`src/rtl/pool_relu_tx_if.sv`:
```
`default_nettype none
// +--------------------------------------------------------------------+
// | pool_relu_tx_if : pixel stream in, pooled/rectified stream out     |
// | Revision 1.0                                                       |
// +--------------------------------------------------------------------+
interface pool_relu_tx_if #(
    parameter int DATA_BITS = 12
);
    logic                 valid_in;
    logic [DATA_BITS-1:0] data_in;
    logic [DATA_BITS-1:0] data_out;
    logic                 valid_out;
    logic                 frame_done;

    modport master (
        output valid_in, data_in,
        input  data_out, valid_out, frame_done
    );

    modport slave (
        input  valid_in, data_in,
        output data_out, valid_out, frame_done
    );
endinterface
`default_nettype wire

```
`src/rtl/pool_relu_tx.sv`:
```
`default_nettype none
// +--------------------------------------------------------------------+
// | pool_relu_tx : 2x2 stride-2 max pool + ReLU on a raster stream     |
// | Revision 1.0                                                       |
// +--------------------------------------------------------------------+
module pool_relu_tx #(
    parameter int WIDTH     = 24,
    parameter int HEIGHT    = 24,
    parameter int DATA_BITS = 12
) (
    input  wire logic       clk,
    input  wire logic       rst_n,
    pool_relu_tx_if.slave   bus
);
    localparam int HALF_W = WIDTH / 2;
    localparam int COL_W  = (WIDTH  > 1) ? $clog2(WIDTH)  : 1;
    localparam int ROW_W  = (HEIGHT > 1) ? $clog2(HEIGHT) : 1;
    localparam int IDX_W  = (HALF_W > 1) ? $clog2(HALF_W) : 1;
    localparam logic [COL_W-1:0] C_COL_LAST = COL_W'(WIDTH - 1);
    localparam logic [ROW_W-1:0] C_ROW_LAST = ROW_W'(HEIGHT - 1);

    logic        [COL_W-1:0]     r_col;
    logic        [ROW_W-1:0]     r_row;
    logic signed [DATA_BITS-1:0] r_hold;
    logic signed [DATA_BITS-1:0] r_data_out;
    logic                        r_valid_out;
    logic                        r_frame_done;
    logic signed [DATA_BITS-1:0] r_linebuf [HALF_W];

    logic signed [DATA_BITS-1:0] w_din;
    logic signed [DATA_BITS-1:0] w_pair_max;
    logic signed [DATA_BITS-1:0] w_above;
    logic signed [DATA_BITS-1:0] w_result;
    logic        [IDX_W-1:0]     w_idx;
    logic                        w_col_last;
    logic                        w_row_last;
    logic                        w_odd_col;
    logic                        w_odd_row;

    assign w_din      = bus.data_in;
    assign w_idx      = IDX_W'(r_col >> 1);
    assign w_col_last = (r_col == C_COL_LAST);
    assign w_row_last = (r_row == C_ROW_LAST);
    assign w_odd_col  = r_col[0];
    assign w_odd_row  = r_row[0];
    assign w_pair_max = (r_hold > w_din) ? r_hold : w_din;
    assign w_above    = r_linebuf[w_idx];
    assign w_result   = (w_above > w_pair_max) ? w_above : w_pair_max;

    always_ff @(posedge clk) begin
        if (!rst_n) begin
            r_col        <= '0;
            r_row        <= '0;
            r_hold       <= '0;
            r_data_out   <= '0;
            r_valid_out  <= 1'b0;
            r_frame_done <= 1'b0;
        end else begin
            r_valid_out  <= 1'b0;
            r_frame_done <= 1'b0;
            if (bus.valid_in) begin
                if (w_col_last) begin
                    r_col <= '0;
                    r_row <= w_row_last ? '0 : r_row + 1'b1;
                end else begin
                    r_col <= r_col + 1'b1;
                end

                if (!w_odd_col) begin
                    r_hold <= w_din;
                end else if (w_odd_row) begin
                    // ReLU: a negative block maximum is clamped to zero
                    r_data_out   <= w_result[DATA_BITS-1] ? '0 : w_result;
                    r_valid_out  <= 1'b1;
                    r_frame_done <= w_col_last && w_row_last;
                end
            end
        end
    end

    // Line buffer needs no reset: each even row fills every entry before the odd row reads it
    always_ff @(posedge clk) begin
        if (rst_n && bus.valid_in && w_odd_col && !w_odd_row) begin
            r_linebuf[w_idx] <= w_pair_max;
        end
    end

    assign bus.data_out   = r_data_out;
    assign bus.valid_out  = r_valid_out;
    assign bus.frame_done = r_frame_done;
endmodule
`default_nettype wire

```
`src/flat_wrapper.sv`:
```
// flat-port wrapper written by rule: the top's interface ports become plain ports
module pool_relu_tx_flat 
#(
    parameter int WIDTH     = 24,
    parameter int HEIGHT    = 24,
    parameter int DATA_BITS = 12
)
  (clk, rst_n, bus_valid_in, bus_data_in, bus_data_out, bus_valid_out, bus_frame_done);
  pool_relu_tx_if #(.DATA_BITS(DATA_BITS)) bus_i ();
  input  wire logic clk;
  input  wire logic rst_n;
  input wire logic [$bits(bus_i.valid_in)-1:0] bus_valid_in;
  input wire logic [$bits(bus_i.data_in)-1:0] bus_data_in;
  output wire logic [$bits(bus_i.data_out)-1:0] bus_data_out;
  output wire logic [$bits(bus_i.valid_out)-1:0] bus_valid_out;
  output wire logic [$bits(bus_i.frame_done)-1:0] bus_frame_done;
  assign bus_i.valid_in = bus_valid_in;
  assign bus_i.data_in = bus_data_in;
  assign bus_data_out = bus_i.data_out;
  assign bus_valid_out = bus_i.valid_out;
  assign bus_frame_done = bus_i.frame_done;
  pool_relu_tx #(.WIDTH(WIDTH), .HEIGHT(HEIGHT), .DATA_BITS(DATA_BITS)) u_core (.clk(clk), .rst_n(rst_n), .bus(bus_i));
endmodule
```
`config.mk`:
```
export PLATFORM = sky130hd
export DESIGN_NAME = pool_relu_tx_flat
export DESIGN_NICKNAME = d
export VERILOG_FILES = /design/src/rtl/pool_relu_tx_if.sv /design/src/rtl/pool_relu_tx.sv /design/src/flat_wrapper.sv
export SDC_FILE = /design/constraint.sdc
export NUM_CORES = 1
export LEC_CHECK = 0
export ABC_AREA = 0
export BUFFER_PORTS_ARGS = -buffer_cell sky130_fd_sc_hd__clkbuf_2
export CAP_MARGIN = 30
export CORE_MARGIN = 3
export CORE_UTILIZATION = 64
export CTS_BUF_LIST = sky130_fd_sc_hd__clkbuf_4 sky130_fd_sc_hd__clkbuf_8
export DETAILED_ROUTE_END_ITERATION = 6
export PLACE_DENSITY = 0.86
export SLEW_MARGIN = 20
export SYNTH_ARGS = -nofsm -noshare
export SYNTH_HDL_FRONTEND = slang
export SYNTH_SLANG_ARGS = --single-unit
```
`constraint.sdc`:
```
create_clock -name clk -period 5.2 [get_ports clk]
set_clock_uncertainty 0.15 [all_clocks]
set_input_delay 0.52 -clock clk [delete_from_list [all_inputs] [get_ports clk]]
set_output_delay 0.52 -clock clk [all_outputs]
set_load 0.005 [all_outputs]
```
==> flow_summary_export.csv, run 1 <==
group,metric,value,unit
job,max_cap_viol_count,0,
floorplanning,start_util,66.5,%
placed_design,io_buffers,27,
pwr,switchingPower,0.664,mW
timing,drv_slew,0,
synth,synth_area,0.00812,mm^2
cts,numCtsBuffers,17,
detailed_routing,drtAntennaViolNets,0,
synth,syn_nets,621,
synth,yosysTopAreaCell,"edfxtp_1",
detailed_routing,post_drt_via_cell_ratio,6.55,
synth,async_flop_share,0,%
detailed_routing,drt_iter0_drc,758,
pwr,p_comb_share,9.4,%
synth,synth_edf_count,144,
pwr,p_seq_share,57.4,%
placed_design,pre_cts_ws,0.389,ns
pwr,power.internal,2.18,mW
detailed_routing,firstDrtPassIters,6,
global_route,grt_overflow,0,
synth,yosys-top-cells-area,"edfxtp_1 53%, mux4_2 9.7%, dfxtp_1 9.6%",
detailed_routing,drcViolationCount,0,
timing,worst_slack,0.419,ns
synth,ys.flop_type,"edfxtp_1",
global_route,grt_start_max_net_pins,35,
cts,clk_latency,0.45,ns
floorplanning,ios,29,
synth,ys_types,53,
cts,cts_tree,"yes",
setup_path,crit_fanout,12,
pwr,ir_drop,199,uV
timing,whs,0.150,ns
cells_and_area,utilization,73.1,%
pwr,leakage,3.09,nW
detailed_routing,totalWireLength,18.2,mm
hold_path,hold_depth,3,
synth,syn_avg_cell_area,13.9,um^2
timing,setup_viol,0,
placed_design,hpwlAfterDp,12.5,mm
cells_and_area,drive_gt1_share,21.6,%
cts,cts_setup_buffers,0,
cells_and_area,fin_nets,658,
timing,fin_tns_setup,0,ns
synth,synth_warnings,0,
placed_design,postPlaceCellArea,0.00851,mm^2
synth,netlist_instances,583,
setup_path,reg2reg_depth,14,
global_route,antenna_found_initial,0,
timing,max_freq,209,MHz
detailed_routing,routed-via-count,5248,
cts,cts_buffer_depth,2,
synth,yosysTopAreaCellShare,53.2,%
timing,worst_pin_slew,0.872,ns
cells_and_area,nFillCells,775,
setup_path,arrival,5.01,ns
setup_path,r2r-start,"u_core.r_hold[7]",
cts,cts_sinks,183,
cts,root_buffer,"clkbuf_8",
pwr,switching_share,23.4,%
synth,synth_seq_cells,183,
cts,htreeDepth,4,
hold_path,hold_path.class,"input pin to register",
floorplanning,dieArea,0.0141,mm^2
detailed_routing,wl_per_cell,22.7,um
floorplanning,fp.dieH,119,um
setup_path,cp-end-kind,"register",
hold_path,hold_path_end,"u_core.r_hold[2]",
global_route,grt_pass1_vias,5038,
status,status,"finished clean",
synth,ys_seq_area_share,62.9,%
setup_path,setup.worst_path.class,"register to register",
pwr,pwr-share-clk,33.2,%
floorplanning,core,0.0122,mm^2
setup_path,worstReg2RegEnd,"u_core.bus.data_out[9]",
setup_path,cp.required,5.43,ns
cts,cts_resized,0,
timing,fin_crit,4.78,ns
cts,holdBufCountCts,0,
cells_and_area,final_area,0.00893,mm^2
global_route,grt_use_total,27.0,%
timing,relSlewSlack,41.7,%
placed_design,gp_congestion,0.950,
cells_and_area,diodes,0,
timing,finalHoldViolCount,0,
synth,yosysMostFrequentCell,"edfxtp_1",
hold_path,min_from,"bus_data_in[2]",
setup_path,regToRegSetupSlack,0.42,ns
synth,synthTopCellsByCount,"144 x edfxtp_1, 59 x nand2_1, 41 x nor2_1",
timing,post-route-period-util,92.0,%
cells_and_area,area_growth,9.94,%
pwr,power_density,318,mW/mm^2
floorplanning,std_cell_rows,40,
cts,clk_pin_slew,0.09,ns
global_route,grt_first_pass_wirelength,28.5,mm
setup_path,setup.worst_path.start_class,"register",
floorplanning,die_x,119,um
timing,rsz0062_at_grt,"false",
[sequential cells by signal, summed over array words and instances (netlist names), named ones only]
name / flops
u_core.r_row: 5
u_core.bus.frame_done: 1
u_core.r_hold: 12
u_core.r_linebuf: 144
u_core.bus.valid_out: 1
u_core.r_col: 5
u_core.bus.data_out: 11
[cell type report]
cell class              count  area [um^2]  area share [%]
inverters                  27          101            1.14
well taps                 168          210            2.35
clock buffers              24          293            3.28
flip-flops and latches    183         5110            57.2
clock inverters             8          100            1.12
repair buffers             52          343            3.84
multi-input cells         339         2780            31.1
[cell usage in the layout, fill, tap and decap left out, types with 3 or more instances in the layout]
| cell | instances |
|---|---|
| clkbuf_8 | 18 |
| o21ai_0 | 12 |
| nor2b_1 | 4 |
| edfxtp_1 | 144 |
| dfxtp_1 | 38 |
| nand2b_1 | 5 |
| nand2_1 | 59 |
| nor2_2 | 3 |
| inv_1 | 26 |
| mux2i_1 | 14 |
| xor2_1 | 3 |
| a21oi_1 | 39 |
| mux4_2 | 35 |
| or3_1 | 3 |
| a32oi_1 | 3 |
| clkbuf_2 | 27 |
| clkbuf_4 | 6 |
| nor2_1 | 38 |
| a31oi_1 | 8 |
| mux2_2 | 5 |
| xnor2_1 | 5 |
| clkinv_2 | 3 |
| a211o_1 | 3 |
| nand3_1 | 6 |
| nor4_1 | 3 |
| nor3_1 | 7 |
| ha_1 | 23 |
| buf_4 | 24 |
| o2111ai_1 | 12 |
| nand4_1 | 12 |
| o21a_1 | 3 |
[per-stage QoR]
step / total power, mW / std cells
floorplan: 1.84 / 583
global placement: 1.91 / 768
detailed placement: 1.92 / 768
CTS: 2.84 / 800
global route: 2.95 / 801
finish: 2.84 / 801
[how the worst max path moves through the flow]
stage                                 from                      to  slack (ns)  depth (start not counted)
after floorplan             bus_data_in[6]  u_core.bus.data_out[6]        0.56                         19
after global placement      bus_data_in[7]  u_core.bus.data_out[7]        0.48                         16
after detailed placement    bus_data_in[7]  u_core.bus.data_out[9]        0.39                         16
after CTS                 u_core.r_hold[7]  u_core.bus.data_out[9]        0.59                         14
after global routing      u_core.r_hold[7]  u_core.bus.data_out[2]        0.24                         14
final                     u_core.r_hold[7]  u_core.bus.data_out[9]        0.42                         14
[metal layers]
layer	up-vias	track usage (%)	share of wire [%]	wire [um]
li1	2299	-	-	-
met1	2615	36.5	39	7160
met2	297	43.6	50	9130
met3	37	6.22	8.1	1470
met4	0	9.56	2.5	453
met5	-	0	0	0
[critical path, stage by stage, from the launching register on]
cell and delay (ns):
dfxtp_1 0.54, ha_1 0.33, a21oi_1 0.16, o21ai_1 0.09, a2111oi_0 0.64, a211oi_2 0.20
o21ai_0 0.47, inv_1 0.34, ha_1 0.42, nand2_1 0.09, or3_1 0.36, a211oi_2 0.23
or2_2 0.29, o2111ai_1 0.19, a31oi_1 0.20
[logic make-up (layout without fill, tap and decap cells)]
kind of cell             count (synthesis)  in the layout  share of synthesized area (%)
AO/OA/AOI/OAI                           94             94                           7.46
XOR/XNOR                                 8              8                          0.863
adder cells (fa/ha/maj)                 23             23                           3.54
buffers and inverters                   61            111                           3.25
flip-flops                             183            183                           62.9
multiplexers                            57             57                           13.0
other                                    1              1                         0.0462
AND/OR/NAND/NOR                        156            156                           8.98
[power by group through the flow]
stage          sequential (mW)  clock [mW]  combinational (mW)
3_3_place_gp              1.66           0               0.242
5_1_grt                   1.63        1.02               0.292
4_1_cts                   1.63       0.955               0.259
3_5_place_dp              1.66           0               0.257
2_1_floorplan             1.65           0               0.190
6_report                  1.63       0.943               0.268
Power figures use the tool's default switching activity.
==> run 2, diff against run 1 <==
--- a/config.mk
+++ b/config.mk
@@ -6,13 +6,14 @@
 export NUM_CORES = 1
 export LEC_CHECK = 0
 export ABC_AREA = 0
-export BUFFER_PORTS_ARGS = -buffer_cell sky130_fd_sc_hd__clkbuf_2
 export CAP_MARGIN = 30
 export CORE_MARGIN = 3
-export CORE_UTILIZATION = 64
+export CORE_UTILIZATION = 66
 export CTS_BUF_LIST = sky130_fd_sc_hd__clkbuf_4 sky130_fd_sc_hd__clkbuf_8
 export DETAILED_ROUTE_END_ITERATION = 6
+export DONT_BUFFER_PORTS = 1
 export PLACE_DENSITY = 0.86
+export REMOVE_ABC_BUFFERS = 1
 export SLEW_MARGIN = 20
 export SYNTH_ARGS = -nofsm -noshare
 export SYNTH_HDL_FRONTEND = slang
==> run 2 against run 1 <==
Effect of this change:
- the run now ends with design-rule violations left
- final cell count decreased by 6.4%
- wire length decreased by 4.5%
- first-iteration DRC count decreased by 5.5%
- critical path depth increased by 3
- via count decreased by 3.9%
- utilization increased by 2.0 points
- sequential share of layout area increased by 0.89 points
- largest cell class unchanged
- clock power increased by 5.1%
- non-clock buffer count decreased by 26
- worst hold slack got worse by 0.12 ns
==> flow_summary_export.csv, run 2 (synthesis gave the netlist of run 1 again) <==
group,metric,value,unit
timing,finalHoldViolCount,0,
pwr,switchingPower,0.666,mW
setup_path,reg2reg_depth,17,
status,violations,"design-rule violations",
setup_path,cp-startpoint,"u_core.r_hold[6]",
floorplanning,std_cell_rows,39,
cells_and_area,final_cell_mix,"144 x edfxtp_1, 59 x nand2_1, 41 x nor2_1",
placed_design,hpwlAfterDp,11.4,mm
setup_path,setup.worst_path.class,"register to register",
cells_and_area,area_growth,8.26,%
cts,cts_setup_buffers,0,
pwr,power.internal,2.22,mW
cells_and_area,seqCellArea,0.00511,mm^2
timing,fin_crit,4.78,ns
detailed_routing,drtAntennaViolNets,0,
cts,htreeDepth,4,
global_route,grt_pass1_vias,4844,
pwr,pwr-share-clk,34.4,%
job,max_cap_viol_count,0,
cts,clk_pin_slew,0.09,ns
global_route,grt_first_pass_wirelength,26.5,mm
floorplanning,start_util,69.3,%
setup_path,regToRegSetupSlack,0.42,ns
setup_path,arrival,5.02,ns
timing,max_freq,209,MHz
detailed_routing,drt_iter0_drc,716,
pwr,p_comb_share,9.2,%
cells_and_area,instances_no_fill,750,
floorplanning,die_x,117,um
hold_path,hold_path_end,"u_core.r_hold[11]",
cts,cts_resized,0,
setup_path,cp.required,5.44,ns
cts,cts_buffer_depth,2,
cts,cts_sinks,183,
cts,clk_latency,0.47,ns
detailed_routing,post_drt_via_cell_ratio,6.73,
floorplanning,ios,29,
global_route,grt_overflow,0,
pwr,power,2.88,mW
setup_path,r2r-start,"u_core.r_hold[6]",
floorplanning,fp.dieH,117,um
detailed_routing,firstDrtPassIters,7,
timing,setup_viol,0,
floorplanning,core,0.0117,mm^2
timing,drv_slew,0,
timing,fin_tns_setup,0,ns
detailed_routing,wl_per_cell,23.2,um
cts,numCtsBuffers,17,
cells_and_area,nFillCells,678,
setup_path,crit_fanout,17,
placed_design,dp_cells,716,
hold_path,min_from,"bus_data_in[11]",
cells_and_area,drive_gt1_share,17.8,%
setup_path,cp-end-kind,"register",
cts,root_buffer,"clkbuf_8",
pwr,ir_drop,265,uV
timing,relSlewSlack,37.3,%
pwr,p_seq_share,56.4,%
cells_and_area,largest_reg_flops,144,
hold_path,hold_path.class,"input pin to register",
cts,holdBufCountCts,0,
timing,rsz0062_at_grt,"false",
timing,post-route-period-util,91.9,%
global_route,antenna_found_initial,0,
placed_design,io_buffers,0,
detailed_routing,totalWireLength,17.4,mm
placed_design,gp_congestion,0.889,
pwr,power_density,328,mW/mm^2
cells_and_area,final_common_cell,"edfxtp_1",
pwr,leakage,2.99,nW
detailed_routing,routed-via-count,5045,
status,status,"finished with violations",
hold_path,hold_depth,2,
cells_and_area,fin_nets,632,
setup_path,setup.worst_path.start_class,"register",
cts,cts_tree,"yes",
cells_and_area,diodes,0,
detailed_routing,drcViolationCount,4,
floorplanning,dieArea,0.0137,mm^2
timing,worst_pin_slew,0.937,ns
pwr,switching_share,23.1,%
timing,whs,0.0259,ns
setup_path,worstReg2RegEnd,"u_core.bus.data_out[9]",
cells_and_area,multi_input_area,0.00278,mm^2
global_route,grt_start_max_net_pins,35,
global_route,grt_use_total,26.6,%
cells_and_area,regMostFlops,"u_core.r_linebuf",
-- run 2: changes by cell type in the layout (fill, tap and decap cells not counted), moves of 2 or more --
cell / previous run / this run
buf_4: 24 / 22
buf_8: 0 / 2
clkbuf_2: 27 / 0
nor2_1: 38 / 41
nor2_2: 3 / 0
-- run 2: worst max path at each step --
| stage | cells after the start | slack (ns) | end |
|---|---|---|---|
| after floorplan | 14 | -0.83 | u_core.bus.data_out[6] |
| after global placement | 17 | 0.55 | u_core.bus.data_out[8] |
| after detailed placement | 18 | 0.58 | u_core.bus.data_out[9] |
| after CTS | 17 | 0.55 | u_core.bus.data_out[9] |
| after global routing | 18 | 0.01 | u_core.bus.data_out[9] |
| final | 17 | 0.42 | u_core.bus.data_out[9] |
-- run 2: final cells by class --
type	instances	area share, %
repair buffers	26	2.50
multi-input cells	339	31.6
clock buffers	23	3.24
well taps	143	2.04
inverters	27	1.15
clock inverters	9	1.42
flip-flops and latches	183	58.1
-- run 2: power by group through the flow --
stage,Clock (mW),Combinational [mW],Sequential (mW)
6_report,0.991,0.265,1.63
4_1_cts,0.995,0.258,1.63
2_1_floorplan,0,0.166,1.66
3_3_place_gp,0,0.236,1.66
3_5_place_dp,0,0.253,1.66
5_1_grt,1.04,0.287,1.63
-- run 2: worst max-delay path, cell delays in order, from the launching register on --
cell and delay (ns):
dfxtp_1 0.42, ha_1 0.35, nand4_1 0.17, o21bai_1 0.21, o21ai_0 0.18, a211oi_4 0.58, buf_4 0.32, nand2_1 0.07
o21ai_0 0.10, inv_1 0.10, ha_1 0.33, o211ai_1 0.11, a21oi_1 0.18, o221ai_1 0.20, a211oi_1 0.57, buf_2 0.31
o2111ai_1 0.16, a31oi_1 0.20
-- run 2: metrics by stage --
step | cell area (um^2) | utilization, % | setup slack [ns]
after floorplan | 7960 | - | -0.827
final | 8790 | 75.1 | 0.420
after detailed placement | 8350 | 71.3 | 0.579
after global routing | 8790 | 75.1 | 0.0124
after global placement | 8320 | 71.1 | 0.547
after CTS | 8760 | 74.8 | 0.548
-- run 2: layer usage --
metal  vias to the layer above  part of all wire [%]  GRT usage (%)
met3                        55                   8.2           6.17
li1                       2246                     -              -
met4                         0                   3.0           10.9
met5                         -                     0              0
met1                      2447                    40           36.1
met2                       297                    49           42.1
==> run 3, diff against run 2 <==
--- a/config.mk
+++ b/config.mk
@@ -13,7 +13,6 @@
 export DETAILED_ROUTE_END_ITERATION = 6
 export DONT_BUFFER_PORTS = 1
 export PLACE_DENSITY = 0.86
-export REMOVE_ABC_BUFFERS = 1
 export SLEW_MARGIN = 20
 export SYNTH_ARGS = -nofsm -noshare
 export SYNTH_HDL_FRONTEND = slang
==> run 3 against run 2 <==
Effect of this change:
- the run now ends clean
- total power down 5.2%
- flip-flop and latch count unchanged
- sequential share of layout area up 0.37 points
- first-iteration DRC count shrank 7.5%
- clock power is 14% lower
- setup slack got worse by 0.055 ns
- wire length is 1.0% lower
- maximum frequency down 1.1%
- register-to-register slack got worse by 0.06 ns
- critical path type unchanged
- largest power group unchanged
==> flow_summary_export.csv, run 3 (synthesis gave the netlist of run 1 again) <==
group,metric,value,unit
setup_path,setup.worst_path.start_class,"register",
job,max_cap_viol_count,0,
timing,fin_crit,4.84,ns
detailed_routing,wl_met1,6.71,mm
cts,clk_pin_slew,0.09,ns
cts,cts_tree,"yes",
hold_path,hold_depth,2,
cells_and_area,final_cell_mix,"144 x edfxtp_1, 59 x nand2_1, 41 x nor2_1",
setup_path,worstReg2RegEnd,"u_core.bus.data_out[3]",
global_route,grt_overflow,0,
cts,cts_resized,0,
cells_and_area,drive_gt1_share,17.9,%
cts,cts_sinks,183,
pwr,power,2.73,mW
placed_design,hpwlAfterDp,11.9,mm
timing,drv_slew,0,
floorplanning,die_x,117,um
detailed_routing,totalWireLength,17.2,mm
detailed_routing,firstDrtPassIters,6,
floorplanning,core,0.0117,mm^2
setup_path,cp.required,5.40,ns
status,status,"finished clean",
pwr,ir_drop,252,uV
timing,post-route-period-util,93.0,%
setup_path,reg2reg_depth,15,
cts,htreeDepth,4,
timing,fin_tns_setup,0,ns
cells_and_area,fin_nets,633,
detailed_routing,drcViolationCount,0,
detailed_routing,post_drt_via_cell_ratio,6.75,
timing,finalHoldViolCount,0,
global_route,antenna_found_initial,0,
hold_path,hold_path.class,"input pin to register",
floorplanning,fp.dieH,117,um
cts,root_buffer,"clkbuf_8",
floorplanning,std_cell_rows,39,
detailed_routing,route.met3.wl,1.49,mm
global_route,grt_first_pass_wirelength,26.9,mm
global_route,grt_start_max_net_pins,35,
cells_and_area,regMostFlops,"u_core.r_linebuf",
global_route,grt_use_total,26.9,%
cts,cts_buffer_depth,2,
detailed_routing,routed-via-count,5067,
cells_and_area,diodes,0,
hold_path,hold_path_end,"u_core.r_hold[11]",
cts,holdBufCountCts,0,
cts,numCtsBuffers,17,
setup_path,cp-end-kind,"register",
timing,setup_viol,0,
timing,rsz0062_at_grt,"false",
setup_path,regToRegSetupSlack,0.36,ns
cells_and_area,final_common_cell,"edfxtp_1",
cts,cts_setup_buffers,0,
floorplanning,ios,29,
cells_and_area,largest_reg_flops,144,
timing,worst_pin_slew,0.844,ns
placed_design,gp_congestion,0.875,
detailed_routing,drtAntennaViolNets,0,
cells_and_area,area_growth,7.58,%
hold_path,min_from,"bus_data_in[11]",
floorplanning,dieArea,0.0137,mm^2
placed_design,postPlaceCellArea,0.00836,mm^2
setup_path,crit_fanout,14,
detailed_routing,highest_layer,"met4",
setup_path,r2r-start,"u_core.r_hold[7]",
setup_path,arrival,5.04,ns
cts,clk_latency,0.44,ns
setup_path,setup.worst_path.class,"register to register",
pwr,power_density,313,mW/mm^2
detailed_routing,wl_per_cell,22.9,um
timing,max_freq,207,MHz
detailed_routing,met2WireLength,8.67,mm
global_route,grt_pass1_vias,5058,
cells_and_area,final_area,0.00874,mm^2
pwr,leakage,2.97,nW
floorplanning,start_util,69.3,%
timing,relSlewSlack,43.7,%
detailed_routing,drt_iter0_drc,662,
placed_design,io_buffers,0,
run 3: changes by cell type in the layout (fill, tap and decap cells not counted), sizes merged:
cell    before  now
buf         26   27
bufinv       3    1
clkbuf      23   21
clkinv       6   11
inv         27   26
run 3: power by group:
group          internal [mW]  total (mW)  switching, mW  leakage (nW)
Combinational         0.0898       0.254          0.164          1.15
Sequential              1.61        1.63         0.0163          1.63
Clock                  0.392       0.850          0.458         0.194
Total                   2.09        2.73          0.638          2.97
run 3: per-stage QoR:
| stage | setup WS [ns] | instances | hold WS (ns) | util (%) |
|---|---|---|---|---|
| finish | 0.365 | 751 | 0.0559 | 74.6 |
| global route | 0.0837 | 751 | 0.0301 | 74.6 |
| CTS | 0.440 | 750 | 0.0294 | 74.4 |
| detailed placement | 0.450 | 718 | 0.322 | 71.4 |
| global placement | 0.813 | 718 | 0.314 | 71.4 |
| floorplan | 0.564 | 583 | 0.296 | - |
run 3: how the worst max path moves through the flow:
stage / start / to / slack [ns]
3_5_place_dp: bus_data_in[7] / u_core.bus.data_out[9] / 0.45
4_1_cts: u_core.r_hold[7] / u_core.bus.data_out[3] / 0.44
5_1_grt: u_core.r_hold[7] / u_core.bus.data_out[3] / 0.08
3_3_place_gp: bus_data_in[7] / u_core.bus.data_out[6] / 0.81
2_1_floorplan: bus_data_in[6] / u_core.bus.data_out[6] / 0.56
6_report: u_core.r_hold[7] / u_core.bus.data_out[3] / 0.36
run 3: layout make-up:
| type | count | area [um^2] |
|---|---|---|
| fillers | 717 | 2970 |
| well taps | 143 | 179 |
| repair buffers | 27 | 235 |
| clock inverters | 11 | 83.8 |
| clock buffers | 21 | 264 |
| inverters | 27 | 101 |
| multi-input cells | 339 | 2770 |
| flip-flops and latches | 183 | 5110 |
run 3: routing by layer:
metal | track usage, % | vias up
met5 | 0 | -
met4 | 7.72 | 0
met3 | 9.31 | 37
met2 | 43.8 | 252
met1 | 34.9 | 2520
li1 | - | 2258
run 3: critical path, cell delays in order, from the launching register on:
cell	delay, ns
dfxtp_1	0.53
ha_1	0.33
a21oi_1	0.15
o21ai_1	0.09
a2111oi_0	0.58
a211oi_2	0.31
o21ai_0	0.33
buf_4	0.25
inv_1	0.21
ha_1	0.40
nand2_1	0.08
or3_1	0.38
a211oi_2	0.26
or2_2	0.30
o2111ai_1	0.15
a31oi_1	0.24
